===== config.mk =====
export PLATFORM = sky130hd
export DESIGN_NAME = msi_request_responder
export DESIGN_NICKNAME = d
export VERILOG_FILES = /design/src/rtl/msi_pkg.sv /design/src/rtl/l1_cache_array.sv /design/src/rtl/msi_request_responder.sv
export SDC_FILE = /design/constraint.sdc
export NUM_CORES = 1
export LEC_CHECK = 0
export ABC_AREA = 1
export BUFFER_PORTS_ARGS = -buffer_cell sky130_fd_sc_hd__buf_2
export CORE_MARGIN = 3
export CORE_UTILIZATION = 40
export DETAILED_ROUTE_END_ITERATION = 10
export GPL_ROUTABILITY_DRIVEN = 1
export GPL_TIMING_DRIVEN = 0
export PLACE_DENSITY = 0.68
export SETUP_SLACK_MARGIN = 0.3
export SLEW_MARGIN = 25
export SYNTH_ARGS = -nofsm -noshare
export SYNTH_HDL_FRONTEND = slang
export SYNTH_SLANG_ARGS = --single-unit

===== constraint.sdc =====
create_clock -name Clock -period 4.1 [get_ports Clock]
set_input_delay 0 -clock Clock [delete_from_list [all_inputs] [get_ports Clock]]
set_output_delay 0 -clock Clock [all_outputs]
set_load 0.01 [all_outputs]

===== src/rtl/msi_pkg.sv =====
// Shared types and encodings for the MSI request responder slice.
package msi_pkg;

  localparam int unsigned IDX_W       = 2;
  localparam int unsigned TAG_W       = 2;
  localparam int unsigned DATA_W      = 4;
  localparam int unsigned MEM_ENTRIES = 9;
  localparam logic [3:0]  ADDR_MIN    = 4'd1;
  localparam logic [3:0]  ADDR_MAX    = 4'd8;

  typedef enum logic [1:0] {L1_I = 2'b00, L1_S = 2'b01, L1_M = 2'b10} l1_state_e;
  typedef enum logic [1:0] {DIR_U = 2'b00, DIR_S = 2'b01, DIR_M = 2'b10} dir_state_e;
  typedef enum logic [1:0] {OP_READ = 2'b00, OP_WRITE = 2'b01} op_e;
  typedef enum logic [1:0] {PROC_00 = 2'b00, PROC_01 = 2'b01} proc_e;

  typedef enum logic [2:0] {
    ST_IDLE, ST_LOOKUP, ST_WB, ST_INV, ST_FILL, ST_RESP, ST_ERR
  } fsm_state_e;

  typedef struct packed {
    l1_state_e          state;
    logic [TAG_W-1:0]   tag;
    logic [DATA_W-1:0]  data;
  } l1_line_t;

  function automatic logic req_malformed(input logic [3:0] addr, input logic [1:0] op,
                                         input logic [1:0] proc);
    return (addr < ADDR_MIN) || (addr > ADDR_MAX) ||
           ((op != OP_READ) && (op != OP_WRITE)) ||
           ((proc != PROC_00) && (proc != PROC_01));
  endfunction

  function automatic logic [7:0] sat_inc8(input logic [7:0] v);
    return (v == 8'hFF) ? v : v + 8'd1;
  endfunction

endpackage


===== src/rtl/l1_cache_array.sv =====
// Direct-mapped private L1 storage: LINES entries of {state, tag, data},
// one asynchronous read port and one synchronous write port.
module l1_cache_array
  import msi_pkg::*;
#(
  parameter int unsigned LINES = 4
) (
  input  logic             i_clk,
  input  logic             i_rst,
  input  logic [IDX_W-1:0] i_rd_idx,
  output l1_line_t         o_rd_line,
  input  logic             i_we,
  input  logic [IDX_W-1:0] i_wr_idx,
  input  l1_line_t         i_wr_line
);

  l1_line_t r_lines [LINES];

  always_ff @(posedge i_clk or posedge i_rst) begin
    if (i_rst) begin
      for (int unsigned i = 0; i < LINES; i++) r_lines[i] <= '0;
    end else if (i_we) begin
      r_lines[i_wr_idx] <= i_wr_line;
    end
  end

  assign o_rd_line = r_lines[i_rd_idx];

endmodule


===== src/rtl/msi_request_responder.sv =====
// MSI directory request responder: two L1s, directory, 9-entry memory and
// the servicing FSM. Optional counters enabled by defining MSI_STATS_EN.
module msi_request_responder
  import msi_pkg::*;
#(
  parameter int unsigned LINES = 4
) (
  input  logic       Clock,
  input  logic       Reset,
  input  logic       ReqValid,
  output logic       ReqReady,
  input  logic [3:0] ReqAddress,
  input  logic [1:0] ReqWriteOrRead,
  input  logic [1:0] ReqProcessor,
  input  logic [3:0] ReqData,
  output logic       RespValid,
  output logic [3:0] RespData,
  output logic       RespHit,
  output logic [1:0] RespState,
  output logic       RespError
`ifdef MSI_STATS_EN
  ,
  output logic [7:0] HitCount,
  output logic [7:0] MissCount,
  output logic [7:0] InvCount
`endif
);

  fsm_state_e r_state, w_next;
  logic [3:0] r_addr;
  logic [3:0] r_data;
  logic       r_wr;
  logic       r_p;
  logic       r_hit;

  logic [3:0] r_mem        [MEM_ENTRIES];
  dir_state_e r_dir_state  [MEM_ENTRIES];
  logic [1:0] r_dir_sharers[MEM_ENTRIES];

  l1_line_t w_line0, w_line1, w_req, w_oth;
  l1_line_t w_wl_req, w_wl_oth, w_wl0, w_wl1;
  logic     w_we_req, w_we_oth, w_we0, w_we1;
  logic     w_op;
  logic [TAG_W-1:0] w_tag;
  logic [3:0] w_vaddr;
  logic w_hit, w_victim_m, w_victim_s, w_need_inv;

  // Requester/other views are steered by the latched processor bit.
  assign w_op    = ~r_p;
  assign w_req   = r_p ? w_line1 : w_line0;
  assign w_oth   = r_p ? w_line0 : w_line1;
  assign w_we0   = r_p ? w_we_oth : w_we_req;
  assign w_we1   = r_p ? w_we_req : w_we_oth;
  assign w_wl0   = r_p ? w_wl_oth : w_wl_req;
  assign w_wl1   = r_p ? w_wl_req : w_wl_oth;
  assign w_tag   = r_addr[3:2];
  assign w_vaddr = {w_req.tag, r_addr[1:0]};

  assign w_hit      = (w_req.state != L1_I) && (w_req.tag == w_tag) &&
                      (!r_wr || (w_req.state == L1_M));
  assign w_victim_m = (w_req.state == L1_M) && (w_req.tag != w_tag);
  assign w_victim_s = (w_req.state == L1_S) && (w_req.tag != w_tag);
  assign w_need_inv = r_dir_sharers[r_addr][w_op] &&
                      (r_wr || (r_dir_state[r_addr] == DIR_M));

  l1_cache_array #(.LINES(LINES)) u_l1_p0 (
    .i_clk(Clock), .i_rst(Reset), .i_rd_idx(r_addr[1:0]), .o_rd_line(w_line0),
    .i_we(w_we0), .i_wr_idx(r_addr[1:0]), .i_wr_line(w_wl0)
  );

  l1_cache_array #(.LINES(LINES)) u_l1_p1 (
    .i_clk(Clock), .i_rst(Reset), .i_rd_idx(r_addr[1:0]), .o_rd_line(w_line1),
    .i_we(w_we1), .i_wr_idx(r_addr[1:0]), .i_wr_line(w_wl1)
  );

  always_ff @(posedge Clock or posedge Reset) begin
    if (Reset) r_state <= ST_IDLE;
    else       r_state <= w_next;
  end

  always_comb begin
    w_next   = r_state;
    w_we_req = 1'b0;
    w_we_oth = 1'b0;
    w_wl_req = '0;
    w_wl_oth = '0;
    unique case (r_state)
      ST_IDLE:
        if (ReqValid)
          w_next = req_malformed(ReqAddress, ReqWriteOrRead, ReqProcessor) ? ST_ERR : ST_LOOKUP;
      ST_LOOKUP: begin
        if (w_hit) begin
          w_next   = ST_RESP;
          w_we_req = r_wr;
          w_wl_req = '{state: L1_M, tag: w_tag, data: r_data};
        end else if (w_victim_m) w_next = ST_WB;
        else if (w_need_inv)     w_next = ST_INV;
        else                     w_next = ST_FILL;
      end
      ST_WB: begin
        w_next   = w_need_inv ? ST_INV : ST_FILL;
        w_we_req = 1'b1;
        w_wl_req = '{state: L1_I, tag: w_req.tag, data: w_req.data};
      end
      ST_INV: begin
        w_next   = ST_FILL;
        w_we_oth = 1'b1;
        w_wl_oth = '{state: (r_wr ? L1_I : L1_S), tag: w_oth.tag, data: w_oth.data};
      end
      ST_FILL: begin
        w_next   = ST_RESP;
        w_we_req = 1'b1;
        w_wl_req = '{state: (r_wr ? L1_M : L1_S), tag: w_tag,
                     data: (r_wr ? r_data : r_mem[r_addr])};
      end
      ST_RESP, ST_ERR: w_next = ST_IDLE;
      default:         w_next = ST_IDLE;
    endcase
  end

  always_ff @(posedge Clock or posedge Reset) begin
    if (Reset) begin
      r_addr <= '0;
      r_data <= '0;
      r_wr   <= 1'b0;
      r_p    <= 1'b0;
      r_hit  <= 1'b0;
    end else if (r_state == ST_IDLE && ReqValid) begin
      r_addr <= ReqAddress;
      r_data <= ReqData;
      r_wr   <= ReqWriteOrRead[0];
      r_p    <= ReqProcessor[0];
      r_hit  <= 1'b0;
    end else if (r_state == ST_LOOKUP) begin
      r_hit  <= w_hit;
    end
  end

  // Directory and memory; the victim and requester entries may both change in FILL.
  always_ff @(posedge Clock or posedge Reset) begin
    if (Reset) begin
      for (int unsigned i = 0; i < MEM_ENTRIES; i++) begin
        r_mem[i]         <= 4'(i);
        r_dir_state[i]   <= DIR_U;
        r_dir_sharers[i] <= '0;
      end
    end else begin
      unique case (r_state)
        ST_WB: begin
          r_mem[w_vaddr]              <= w_req.data;
          r_dir_sharers[w_vaddr][r_p] <= 1'b0;
          r_dir_state[w_vaddr]        <= DIR_U;
        end
        ST_INV: begin
          if (w_oth.state == L1_M) r_mem[r_addr] <= w_oth.data;
          if (r_wr) r_dir_sharers[r_addr][w_op] <= 1'b0;
          else      r_dir_state[r_addr]         <= DIR_S;
        end
        ST_FILL: begin
          if (w_victim_s) begin
            r_dir_sharers[w_vaddr][r_p] <= 1'b0;
            r_dir_state[w_vaddr] <= r_dir_sharers[w_vaddr][w_op] ? DIR_S : DIR_U;
          end
          if (r_wr) begin
            r_dir_state[r_addr]   <= DIR_M;
            r_dir_sharers[r_addr] <= r_p ? 2'b10 : 2'b01;
          end else begin
            r_dir_state[r_addr]        <= DIR_S;
            r_dir_sharers[r_addr][r_p] <= 1'b1;
          end
        end
        default: ;
      endcase
    end
  end

  assign ReqReady  = (r_state == ST_IDLE) && !Reset;
  assign RespValid = (r_state == ST_RESP) || (r_state == ST_ERR);
  assign RespError = (r_state == ST_ERR);
  assign RespHit   = (r_state == ST_RESP) && r_hit;
  assign RespData  = (r_state == ST_RESP) ? w_req.data : '0;
  assign RespState = (r_state == ST_RESP) ? w_req.state : '0;

`ifdef MSI_STATS_EN
  logic [7:0] r_hit_cnt, r_miss_cnt, r_inv_cnt;

  always_ff @(posedge Clock or posedge Reset) begin
    if (Reset) begin
      r_hit_cnt  <= '0;
      r_miss_cnt <= '0;
      r_inv_cnt  <= '0;
    end else begin
      if (r_state == ST_RESP &&  r_hit) r_hit_cnt  <= sat_inc8(r_hit_cnt);
      if (r_state == ST_RESP && !r_hit) r_miss_cnt <= sat_inc8(r_miss_cnt);
      if (r_state == ST_INV)            r_inv_cnt  <= sat_inc8(r_inv_cnt);
    end
  end

  assign HitCount  = r_hit_cnt;
  assign MissCount = r_miss_cnt;
  assign InvCount  = r_inv_cnt;
`endif

endmodule


==> PnR_summary.wiki, run 1 <==
{| class="wikitable"
! Metric !! Value
|-
| Wire length of the first global-routing pass || 58.18 mm
|-
| Cell with the largest stage delay on the worst path || clkbuf_1
|-
| Critical path fanouts, max || 10
|-
| Net load switching power || 4.770 mW
|-
| Share of Yosys cell area claimed by the top area cell type || 34.76%
|-
| RR Endpoint || r_mem[7]
|-
| Net total in the final layout || 1566
|-
| Starting density of the core || 41.40%
|-
| Register area share after synthesis || 38.23%
|-
| Vias in the first global route || 10180
|-
| DRT iter0 DRCs || 1573
|-
| Final WL || 36.66 mm
|-
| Synth top cells by count || 615 x nand2_1, 137 x dfrtp_1, 131 x nand3_1, 110 x nor2_1, 98 x o21ai_0
|-
| Final critical path time including I/O delays and setup || 3283 ps
|-
| Relative contribution of combinational cells to total power || 55.9%
|-
| Clock-pin slew on the worst setup and hold paths || 70 ps
|-
| Clock latency of the later-clocked register in the worst-skew pair || 450 ps
|-
| Worst Path Buf+Inv || 5
|-
| Num ports || 25
|-
| Hold Slack || 89.80 ps
|-
| Peak supply drop || 491.8 uV
|-
| Part of the total power dissipated in the clock network || 18.0%
|-
| Grt ovf || 0
|-
| Yosys top cell by area || dfrtp_1
|-
| Unrepaired setup endpoints after global routing || false
|-
| Top post-synthesis cells by area || dfrtp_1 35%, nand2_1 23%, nand3_1 6.6%, o21ai_0 5.0%, nor2_1 4.2%
|-
| Number of cells on the worst hold path || 7
|-
| Length in cells of the worst reg-to-reg path || 11
|-
| Area delta synth->final || 13.60%
|-
| Worst Skew || 10.55 ps
|-
| Count of state elements after synthesis || 150
|-
| Slew margin rel. || 40.82%
|-
| Post-DP HPWL || 26.26 mm
|-
| Kind of critical path || reg -> reg
|-
| Number of gates resized after cts || 0
|-
| Antenna violations before repair || 0
|-
| Routed len/inst || 19.47 um
|-
| Ys async rst share || 100.0%
|-
| Delay-heaviest family, CP || buffers and inverters
|-
| Fmax || 304.6 MHz
|-
| Number of sinks on the clock net || 150
|-
| Kind of launch point of the worst setup path || flop
|-
| Buffers from clock root to sink, at most || 2
|-
| Arrival time of the worst setup path || 3600 ps
|-
| Warnings from Yosys || 0
|-
| Outcome || finished clean
|-
| Tcrit/Tclk final || 80.08%
|-
| Hold Crit Class || in -> reg
|-
| Summed negative setup slack over all endpoints || 0 ps
|-
| DIE HEIGHT || 163.0 um
|-
| Net switching fraction of the power || 52.27%
|-
| Number of buffers added for setup after CTS || 0
|-
| Average size of a mapped cell || 6.614 um2
|-
| Worst reg-to-reg setup slack || 820 ps
|-
| Final hold violation count || 0
|-
| Pleak || 5.492 nW
|-
| CTS tree || yes
|-
| Utilization of the core after routing || 47.03%
|-
| Crit path largest cell delay || 550 ps
|-
| Die Outline Area || 26580 um2
|-
| Pin slew with the least headroom to its limit || 878.4 ps
|-
| Placed Instances || 1839
|-
| Number of antenna-violating nets in the routed design || 0
|-
| Primary flip-flop cell chosen by synthesis mapping || dfrtp_1
|-
| Std-Cell Rows || 56
|-
| Number of buffers created by CTS || 17
|-
| Number of enable-type register cells in the synthesized netlist || 0
|-
| IO Port Bufs || 24
|-
| H-Tree Depth || 4
|-
| Cell-internal power || 4.357 mW
|-
| Final-report setup violation count || 0
|-
| Vias || 10810
|-
| Buffer type at the clock tree root || clkbuf_16
|-
| Worst reg2reg startpoint || r_addr[0]
|-
| Max-cap check violation count || 0
|-
| Cts hold-fix bufs || 12
|-
| Kind of end point of the critical path || flop
|-
| Cell mode on critical path || nand2_1
|-
| Post-synthesis cell count || 1491
|-
| Required time at the endpoint of the critical path || 4420 ps
|-
| Core area || 23820 um2
|-
| Total power after layout || 9.127 mW
|-
| Start point of the worst min-delay path || ReqWriteOrRead[1]
|-
| Drt first pass iters || 6
|-
| Power density over cell area || 814.7 nW/um2
|-
| Vias per Instance || 5.740
|-
| Share of layout cells above drive strength 1 || 9.974%
|-
| Final-report max-slew violation count || 0
|-
| Sequential power share || 26.1%
|-
| Post-route DRC || 0
|-
| Gp weighted congestion || 1.008
|-
| Die width || 163.0 um
|-
| Most frequent cell after synthesis || nand2_1
|-
| ANT cells || 0
|-
| Synth cell types || 49
|-
| Endpoint with the worst hold slack || r_state[2]
|-
| Post-Syn Nets || 1506
|-
| All-Layer GR Usage || 28.27%
|-
| Largest net degree at the start of global routing || 32
|-
| Netlist Area Pre-Place || 9862 um2
|-
| CP cell instances || buf_6, buf_4, nand2_2, inv_2, buf_4, clkbuf_1, nand2_1, o21ai_0, nand2_1, nand2_1, o21ai_0
|-
| Count of placed standard cells in the final layout, fillers left out || 1883
|}
[kinds of logic after synthesis]
logic type | count (synthesis) | share of synthesized area, %
compound gates | 265 | 15.72
mux | 5 | 0.5582
flops | 150 | 38.23
buf+inv | 172 | 7.701
simple gates | 899 | 37.80
[layout by cell type, fill, tap and decap left out, types with 16 or more instances in the layout]
master / synthesis / layout
clkbuf_1: 24 / 27
a22oi_1: 30 / 30
a21oi_1: 77 / 77
o22ai_1: 16 / 16
nand3_1: 131 / 131
nor2_1: 110 / 110
nand2_1: 615 / 615
buf_2: 17 / 41
dfrtp_1: 137 / 137
o21ai_0: 98 / 98
inv_1: 97 / 96
clkbuf_16: 0 / 17
[stage by stage]
stage               instance area (um2)  setup slack, ps
detailed placement                10490             1029
floorplan                          9866             2089
finish                            11200            816.6
global placement                  10390             1091
global route                      11200            697.2
CTS                               11200             1004
[registers in the layout, summed over array words and instances, names as in the netlist, 3 cells and up]
| register | cells |
|---|---|
| u_l1_p1.r_lines | 32 |
| r_state | 3 |
| r_dir_state | 18 |
| r_dir_sharers | 18 |
| u_l1_p0.r_lines | 32 |
| r_data | 4 |
| r_addr | 4 |
| r_mem | 36 |
[layer usage]
layer  vias up  track usage, %  part of all wire [%]
met2       666           43.60                    44
li1       4988               -                     -
met5         -               0                     0
met1      5037           39.94                    42
met3       117           4.768                    11
met4         0           10.61                   3.7
[final cells by class]
class                      count  area [um2]
clock buffer                  20       436.7
clock inverter                12       153.9
multi-input combinational   1169        5333
tap                          319       399.1
buffer                        63       347.8
timing repair buffer          41       347.8
inverter                     109       415.4
fill                        2468       12620
sequential                   150        3770
[power groups by stage]
| stage | combinational [mW] | clock, mW | sequential (mW) |
|---|---|---|---|
| floorplan | 3.42 | 0 | 2.27 |
| global placement | 4.84 | 0 | 2.38 |
| detailed placement | 4.90 | 0 | 2.39 |
| CTS | 4.93 | 1.65 | 2.36 |
| global route | 5.57 | 1.70 | 2.43 |
| finish | 5.10 | 1.65 | 2.38 |
[worst min-delay path, stage by stage]
cell and delay (ps):
buf_2 70, a21oi_1 30, nand2_1 80, nand2_1 70
nand2_1 60, a21oi_1 30, a21oi_1 130
[how the worst max path moves through the flow]
stage,from,end,slack [ps],depth (start not counted)
2_1_floorplan,r_addr[0],u_l1_p1.r_lines[11],2090,15
3_3_place_gp,Reset,r_mem[8],1090,2
3_5_place_dp,r_addr[0],r_mem[7],1030,11
4_1_cts,r_addr[0],r_mem[7],1000,11
5_1_grt,r_addr[0],r_mem[4],700,10
6_report,r_addr[0],r_mem[7],820,11
Note: power is estimated with default switching activity, not from simulation.
==> run 2, diff against run 1 <==
PLACE_DENSITY = 0.66   (was 0.68)
clock period = 3.4 ns   (was 4.1 ns; I/O delays follow)
==> run 2 against run 1 <==
Maximum frequency is 7.5% higher. Sequential cell count stayed put. Utilization hardly changed. Sequential power is 21% higher. Cell area hardly changed. Power is 21% higher. Clock power is 18% higher. Highest routed layer unchanged.
==> PnR_summary.wiki, run 2 (same netlist as run 1, synthesis figures left out) <==
{| class="wikitable"
! Metric !! Value
|-
| Grt ovf || 0 (unchanged)
|-
| Critical path fanouts, max || 10 (unchanged)
|-
| Largest registers || r_mem (36), u_l1_p0.r_lines (32), u_l1_p1.r_lines (32)
|-
| Core area || 23820 um2 (unchanged)
|-
| Required time at the endpoint of the critical path || 3720 ps (-700 ps)
|-
| Summed negative setup slack over all endpoints || 0 ps (unchanged)
|-
| Routed len/inst || 19.84 um (+1.9%)
|-
| Die width || 163.0 um (unchanged)
|-
| Antenna violations before repair || 0 (unchanged)
|-
| Number of buffers created by CTS || 17 (unchanged)
|-
| Arrival time of the worst setup path || 3370 ps (-230 ps)
|-
| Area used by multi-input combinational logic || 5351 um2 (+0.35%)
|-
| Std-Cell Rows || 56 (unchanged)
|-
| DRT iter0 DRCs || 1559 (-0.89%)
|-
| Sequential Area || 3770 um2 (unchanged)
|-
| H-Tree Depth || 4 (unchanged)
|-
| Hold Crit Class || in -> reg
|-
| Post-route DRC || 0 (unchanged)
|-
| Clock latency of the later-clocked register in the worst-skew pair || 440 ps (about the same)
|-
| Pleak || 5.494 nW (about the same)
|-
| Final critical path time including I/O delays and setup || 3053 ps (-230.2 ps)
|-
| Power density over cell area || 985.9 nW/um2 (+21%)
|-
| Final-report max-slew violation count || 0 (unchanged)
|-
| Die Outline Area || 26580 um2 (unchanged)
|-
| Utilization of the core after routing || 47.06% (about the same)
|-
| Final WL || 37.36 mm (+1.9%)
|-
| All-Layer GR Usage || 28.46% (+0.18 points)
|-
| Worst reg-to-reg setup slack || 350 ps (-470 ps)
|-
| Total power after layout || 11.05 mW (+21%)
|-
| Number of buffers added for setup after CTS || 0 (unchanged)
|-
| Register with the most flip-flops || r_mem
|-
| Placed Instances || 1839 (unchanged)
|-
| Share of layout cells above drive strength 1 || 10.55% (+0.58 points)
|-
| Crit path largest cell delay || 650 ps (+100 ps)
|-
| Kind of critical path || reg -> reg
|-
| Final-report setup violation count || 0 (unchanged)
|-
| IO Port Bufs || 24 (unchanged)
|-
| Gp weighted congestion || 0.9810 (-2.7%)
|-
| Num ports || 25 (unchanged)
|-
| Outcome || finished clean
|-
| Vias || 10830 (+0.24%)
|-
| Net total in the final layout || 1566 (unchanged)
|-
| Kind of launch point of the worst setup path || flop
|-
| Area delta synth->final || 13.69% (about the same)
|-
| Starting density of the core || 41.40% (unchanged)
|-
| Post-DP HPWL || 26.85 mm (+2.2%)
|-
| ANT cells || 0 (unchanged)
|-
| Most common cell after layout, fill and taps aside || nand2_1
|-
| Wire length of the first global-routing pass || 58.27 mm (+0.15%)
|-
| Vias in the first global route || 10290 (+1.1%)
|-
| Max-cap check violation count || 0 (unchanged)
|-
| Most used cells in the layout excluding fill and tap cells || 615 x nand2_1, 137 x dfrtp_1, 131 x nand3_1
|-
| Kind of end point of the critical path || flop
|-
| Final worst-path setup slack || 346.8 ps (-469.8 ps)
|-
| CTS tree || yes
|-
| Peak supply drop || 559.1 uV (+14%)
|-
| Max FFs per register || 36 (unchanged)
|-
| Clock-pin slew on the worst setup and hold paths || 70 ps (about the same)
|-
| Largest net degree at the start of global routing || 32 (unchanged)
|-
| Buffers from clock root to sink, at most || 2 (unchanged)
|-
| DIE HEIGHT || 163.0 um (unchanged)
|-
| Final hold violation count || 0 (unchanged)
|-
| Cell with the largest stage delay on the worst path || buf_1
|-
| Dpl ws || 230.4 ps (-798.6 ps)
|-
| Buffer type at the clock tree root || clkbuf_16
|-
| Slew margin rel. || 46.70% (+5.9 points)
|-
| Filler Cells Inserted || 2448 (-0.81%)
|-
| Fmax || 327.5 MHz (+7.5%)
|-
| Vias per Instance || 5.754 (+0.24%)
|-
| Count of placed standard cells in the final layout, fillers left out || 1883 (unchanged)
|-
| Drt first pass iters || 8 (+2)
|-
| Number of antenna-violating nets in the routed design || 0 (unchanged)
|-
| Tcrit/Tclk final || 89.80% (+9.7 points)
|-
| Pin slew with the least headroom to its limit || 798.6 ps (-79.86 ps)
|-
| Worst Skew || 15.07 ps (+4.518 ps)
|-
| Unrepaired setup endpoints after global routing || false
|-
| Number of sinks on the clock net || 150 (unchanged)
|-
| CP cell instances || buf_6, buf_4, nor2_2, buf_2, buf_1, nand2_1, nor2_1, nand3_1, a31oi_1, o21ai_0
|}
run 2: final timing paths:
path                            startpoint  cells after the start               end
max                              r_addr[0]                     10  r_dir_sharers[4]
max reg2reg                      r_addr[0]                     10  r_dir_sharers[4]
min reg2reg                      r_mem[14]                      2         r_mem[14]
max in group asynchronous            Reset                      5         r_mem[14]
min                        ReqProcessor[1]                      7        r_state[2]
min in group asynchronous            Reset                      3             r_hit
run 2: repair_timing:
| action | CTS | global route |
|---|---|---|
| hold endpoints to repair | 36 | 0 |
| endpoints found under the setup margin | 2 | 14 |
| hold buffers | 12 | 0 |
| gates resized for setup | 1 | 7 |
run 2: final cells by class:
class                           count  area share (%)
Buffer                             63           3.113
Clock buffer                       18           3.917
Clock inverter                     14           1.250
Inverter                          109           3.705
Multi-Input combinational cell   1169           47.73
Sequential cell                   150           33.62
Tap cell                          319           3.560
Timing Repair Buffer               41           3.102
run 2: metrics by stage:
stage	hold WS (ps)	instance area (um2)
4_1_cts	69.50	11190
6_report	62.67	11210
3_3_place_gp	232.3	10390
5_1_grt	172.9	11210
3_5_place_dp	111.3	10490
2_1_floorplan	47.53	9866
run 2: report_power, final:
group,total [mW],switching [mW],internal (mW)
combinational,6.21,4.53,1.68
clock,1.95,0.899,1.05
sequential,2.89,0.474,2.42
run 2: routing by layer:
layer | vias up | share of wire [%] | GRT usage (%)
met5 | - | 0 | 0
met4 | 0 | 4.4 | 11.84
met1 | 5024 | 41 | 38.86
met2 | 698 | 43 | 43.39
met3 | 132 | 11 | 6.797
li1 | 4980 | - | -
run 2: worst max-delay path, delay by kind of cell (launching register included):
| family | cells | cell delay (ps) |
|---|---|---|
| compound gates | 2 | 220 |
| buf+inv | 4 | 1360 |
| simple gates | 4 | 970 |
| flops | 1 | 370 |
==> run 3, diff against run 2 <==
CORE_ASPECT_RATIO = 1.4   (was not set)
GPL_ROUTABILITY_DRIVEN = not set   (was 1)
==> run 3 against run 2 <==
Clock-buffer cell count grew 3. Setup slack improved by 27 ps. Critical path depth up 1. Largest power group unchanged. Global-route usage grew 0.84 points.
==> PnR_summary.wiki, run 3 (same netlist as run 1, synthesis figures left out) <==
{| class="wikitable"
! Metric !! Value
|-
| ANT cells || 0 (unchanged)
|-
| CP cell instances || buf_6, buf_4, nand2_2, inv_2, buf_4, clkbuf_2, nand2_1, o21ai_0, nand2_1, nand2_1, o21ai_0
|-
| Number of antenna-violating nets in the routed design || 0 (unchanged)
|-
| Area delta synth->final || 14.43%
|-
| Final-report setup violation count || 0 (unchanged)
|-
| Arrival time of the worst setup path || 3350 ps (-20 ps)
|-
| Largest net degree at the start of global routing || 32 (unchanged)
|-
| Die width || 138.7 um (-15%)
|-
| Crit path largest cell delay || 340 ps (-310 ps)
|-
| Part of the total power dissipated in the clock network || 18.2% (+0.6 points)
|-
| Kind of end point of the critical path || flop
|-
| Sequential Area || 3770 um2 (unchanged)
|-
| Worst Path Buf+Inv || 5 (+1)
|-
| Number of sinks on the clock net || 150 (unchanged)
|-
| Pin slew with the least headroom to its limit || 864.5 ps (+65.94 ps)
|-
| Filler Cells Inserted || 2480 (+1.3%)
|-
| Pleak || 5.513 nW (+0.35%)
|-
| Max-cap check violation count || 0 (unchanged)
|-
| Hold Crit Class || in -> reg
|-
| IO Port Bufs || 24 (unchanged)
|-
| Sequential power share || 25.3% (-0.9 points)
|-
| Area used by multi-input combinational logic || 5386 um2 (+0.65%)
|-
| H-Tree Depth || 4 (unchanged)
|-
| Final hold violation count || 0 (unchanged)
|-
| Post-DP HPWL || 28.14 mm (+4.8%)
|-
| Cell mode on critical path || nand2_1
|-
| Routed len/inst || 20.97 um (+5.7%)
|-
| Vias in the first global route || 10290 (+0.0097%)
|-
| Required time at the endpoint of the critical path || 3730 ps (about the same)
|-
| Starting density of the core || 40.85% (-0.55 points)
|-
| Most common cell after layout, fill and taps aside || nand2_1
|-
| Vias per Instance || 5.802 (+0.84%)
|-
| DIE HEIGHT || 191.8 um (+18%)
|-
| Fmax || 330.5 MHz (+0.91%)
|-
| Final critical path time including I/O delays and setup || 3026 ps (-27.49 ps)
|-
| Wire length of the first global-routing pass || 59.70 mm (+2.5%)
|-
| Most used cells in the layout excluding fill and tap cells || 615 x nand2_1, 137 x dfrtp_1, 131 x nand3_1
|-
| Drt first pass iters || 5 (-3)
|-
| Share of layout cells above drive strength 1 || 11.00% (+0.45 points)
|-
| Std-Cell Rows || 67 (+20%)
|-
| Max FFs per register || 36 (unchanged)
|-
| Worst reg-to-reg setup slack || 370 ps (+30 ps)
|-
| DRT iter0 DRCs || 1160 (-26%)
|-
| CTS tree || yes
|-
| Unrepaired setup endpoints after global routing || true
|-
| Post-route DRC || 0 (unchanged)
|-
| Cell with the largest stage delay on the worst path || dfrtp_1
|-
| Length in cells of the worst reg-to-reg path || 11 (+1)
|-
| Net load switching power || 5.939 mW (+0.65%)
|-
| Summed negative setup slack over all endpoints || 0 ps (unchanged)
|-
| Number of cells on the worst hold path || 7 (unchanged)
|-
| Net total in the final layout || 1566 (unchanged)
|-
| Relative contribution of combinational cells to total power || 56.4% (+0.2 points)
|-
| Die Outline Area || 26600 um2 (about the same)
|-
| Endpoint with the worst hold slack || r_state[2]
|-
| Power density over cell area || 1002 nW/um2 (+1.7%)
|-
| Core area || 24140 um2 (+1.3%)
|-
| Net switching fraction of the power || 52.50% (-0.88 points)
|-
| Tcrit/Tclk final || 88.99% (-0.81 points)
|-
| All-Layer GR Usage || 29.30% (+0.84 points)
|-
| Outcome || finished clean
|-
| Register with the most flip-flops || r_mem
|-
| Gp weighted congestion || 0.9843 (+0.34%)
|-
| Slew margin rel. || 42.37% (-4.3 points)
|-
| Grt ovf || 0 (unchanged)
|-
| Clock-pin slew on the worst setup and hold paths || 60 ps (about the same)
|-
| Delay-heaviest family, CP || buffers and inverters
|-
| Area post-placement || 10480 um2 (-0.11%)
|-
| Largest registers || r_mem (36), u_l1_p0.r_lines (32), u_l1_p1.r_lines (32)
|-
| Critical path fanouts, max || 10 (unchanged)
|-
| Kind of critical path || reg -> reg
|-
| Worst reg2reg startpoint || r_addr[0]
|-
| Cell-internal power || 5.373 mW (+4.3%)
|-
| Vias || 10870 (+0.36%)
|-
| Final WL || 39.30 mm (+5.2%)
|-
| Peak supply drop || 560.9 uV (+0.32%)
|-
| Post-route cell area || 11280 um2 (+0.65%)
|-
| Buffer type at the clock tree root || clkbuf_16
|-
| RR Endpoint || r_mem[7]
|-
| Kind of launch point of the worst setup path || flop
|-
| Num ports || 25 (unchanged)
|-
| Start point of the worst min-delay path || ReqProcessor[1]
|-
| Number of buffers created by CTS || 17 (unchanged)
|-
| Antenna violations before repair || 0 (unchanged)
|-
| Buffers from clock root to sink, at most || 2 (unchanged)
|-
| Worst Skew || 11.12 ps (-3.946 ps)
|-
| Clock latency of the later-clocked register in the worst-skew pair || 450 ps (about the same)
|-
| Final-report max-slew violation count || 0 (unchanged)
|-
| Total power after layout || 11.31 mW (+2.3%)
|}
## run 3: cell count changes in the layout (fill, tap and decap cells not counted), moves of 2 or more
cell | before | now
bufinv_16 | 1 | 4
clkbuf_1 | 23 | 26
inv_6 | 4 | 2
inv_8 | 3 | 0
nor2_1 | 106 | 101
nor2_2 | 14 | 19
o21ai_1 | 5 | 3
o21ai_2 | 0 | 2
## run 3: through the flow
step | std cells | setup slack [ps] | hold slack [ps] | util (%)
after floorplan | 1491 | 1389 | 47.53 | -
after global placement | 1825 | 199.2 | 238.6 | 42.97
after detailed placement | 1830 | 194.2 | 115.9 | 43.41
after CTS | 1874 | 322.0 | 91.29 | 46.56
after global routing | 1874 | 266.4 | 125.9 | 46.74
final | 1874 | 374.3 | 106.1 | 46.74
## run 3: final cells by class
cell class	count	share of cell area, %
clock buffers	21	3.992
inverters	109	3.681
clock inverters	11	1.541
repair buffers	41	3.082
plain buffers	63	3.127
well taps	310	3.437
flip-flops and latches	150	33.41
multi-input cells	1169	47.73
## run 3: power by group through the flow
| stage | sequential [mW] | clock [mW] | combinational, mW |
|---|---|---|---|
| after global placement | 2.86 | 0 | 6.00 |
| after CTS | 2.85 | 2.07 | 6.13 |
| after global routing | 2.92 | 2.16 | 6.81 |
| after detailed placement | 2.87 | 0 | 6.08 |
| after floorplan | 2.74 | 0 | 4.12 |
| final | 2.87 | 2.06 | 6.38 |
## run 3: worst register-to-register path, stage by stage, from the launching register on
cell      delay, ps
dfrtp_1         340
buf_6           150
buf_4           260
nand2_2         250
inv_2           230
buf_4           290
clkbuf_2        340
nand2_1         290
o21ai_0         320
nand2_1         240
nand2_1         110
o21ai_0          80
## run 3: how the worst max path moves through the flow
| stage | startpoint | endpoint | slack, ps | cells after the start |
|---|---|---|---|---|
| after detailed placement | r_addr[1] | r_mem[22] | 190 | 12 |
| after global placement | r_addr[0] | r_mem[7] | 200 | 11 |
| after floorplan | r_addr[0] | u_l1_p1.r_lines[11] | 1390 | 15 |
| after global routing | r_addr[2] | r_dir_state[9] | 270 | 10 |
| after CTS | r_addr[1] | r_mem[25] | 320 | 10 |
| final | r_addr[0] | r_mem[7] | 370 | 11 |
## run 3: layer usage
metal	part of all wire, %	track usage [%]	up-vias
met4	7.7	20.90	0
met2	47	49.06	607
met1	37	33.55	5076
met3	8.2	5.828	198
met5	0	0	-
li1	-	-	4992
## run 3: what timing repair did
action                                 in CTS  in global routing
pin swaps                                   0                  1
buffers inserted                            0                  0
setup endpoints to repair                  21                 65
hold buffers                               12                  0
endpoints found under the hold margin      39                  0
resized for setup                           7                 13
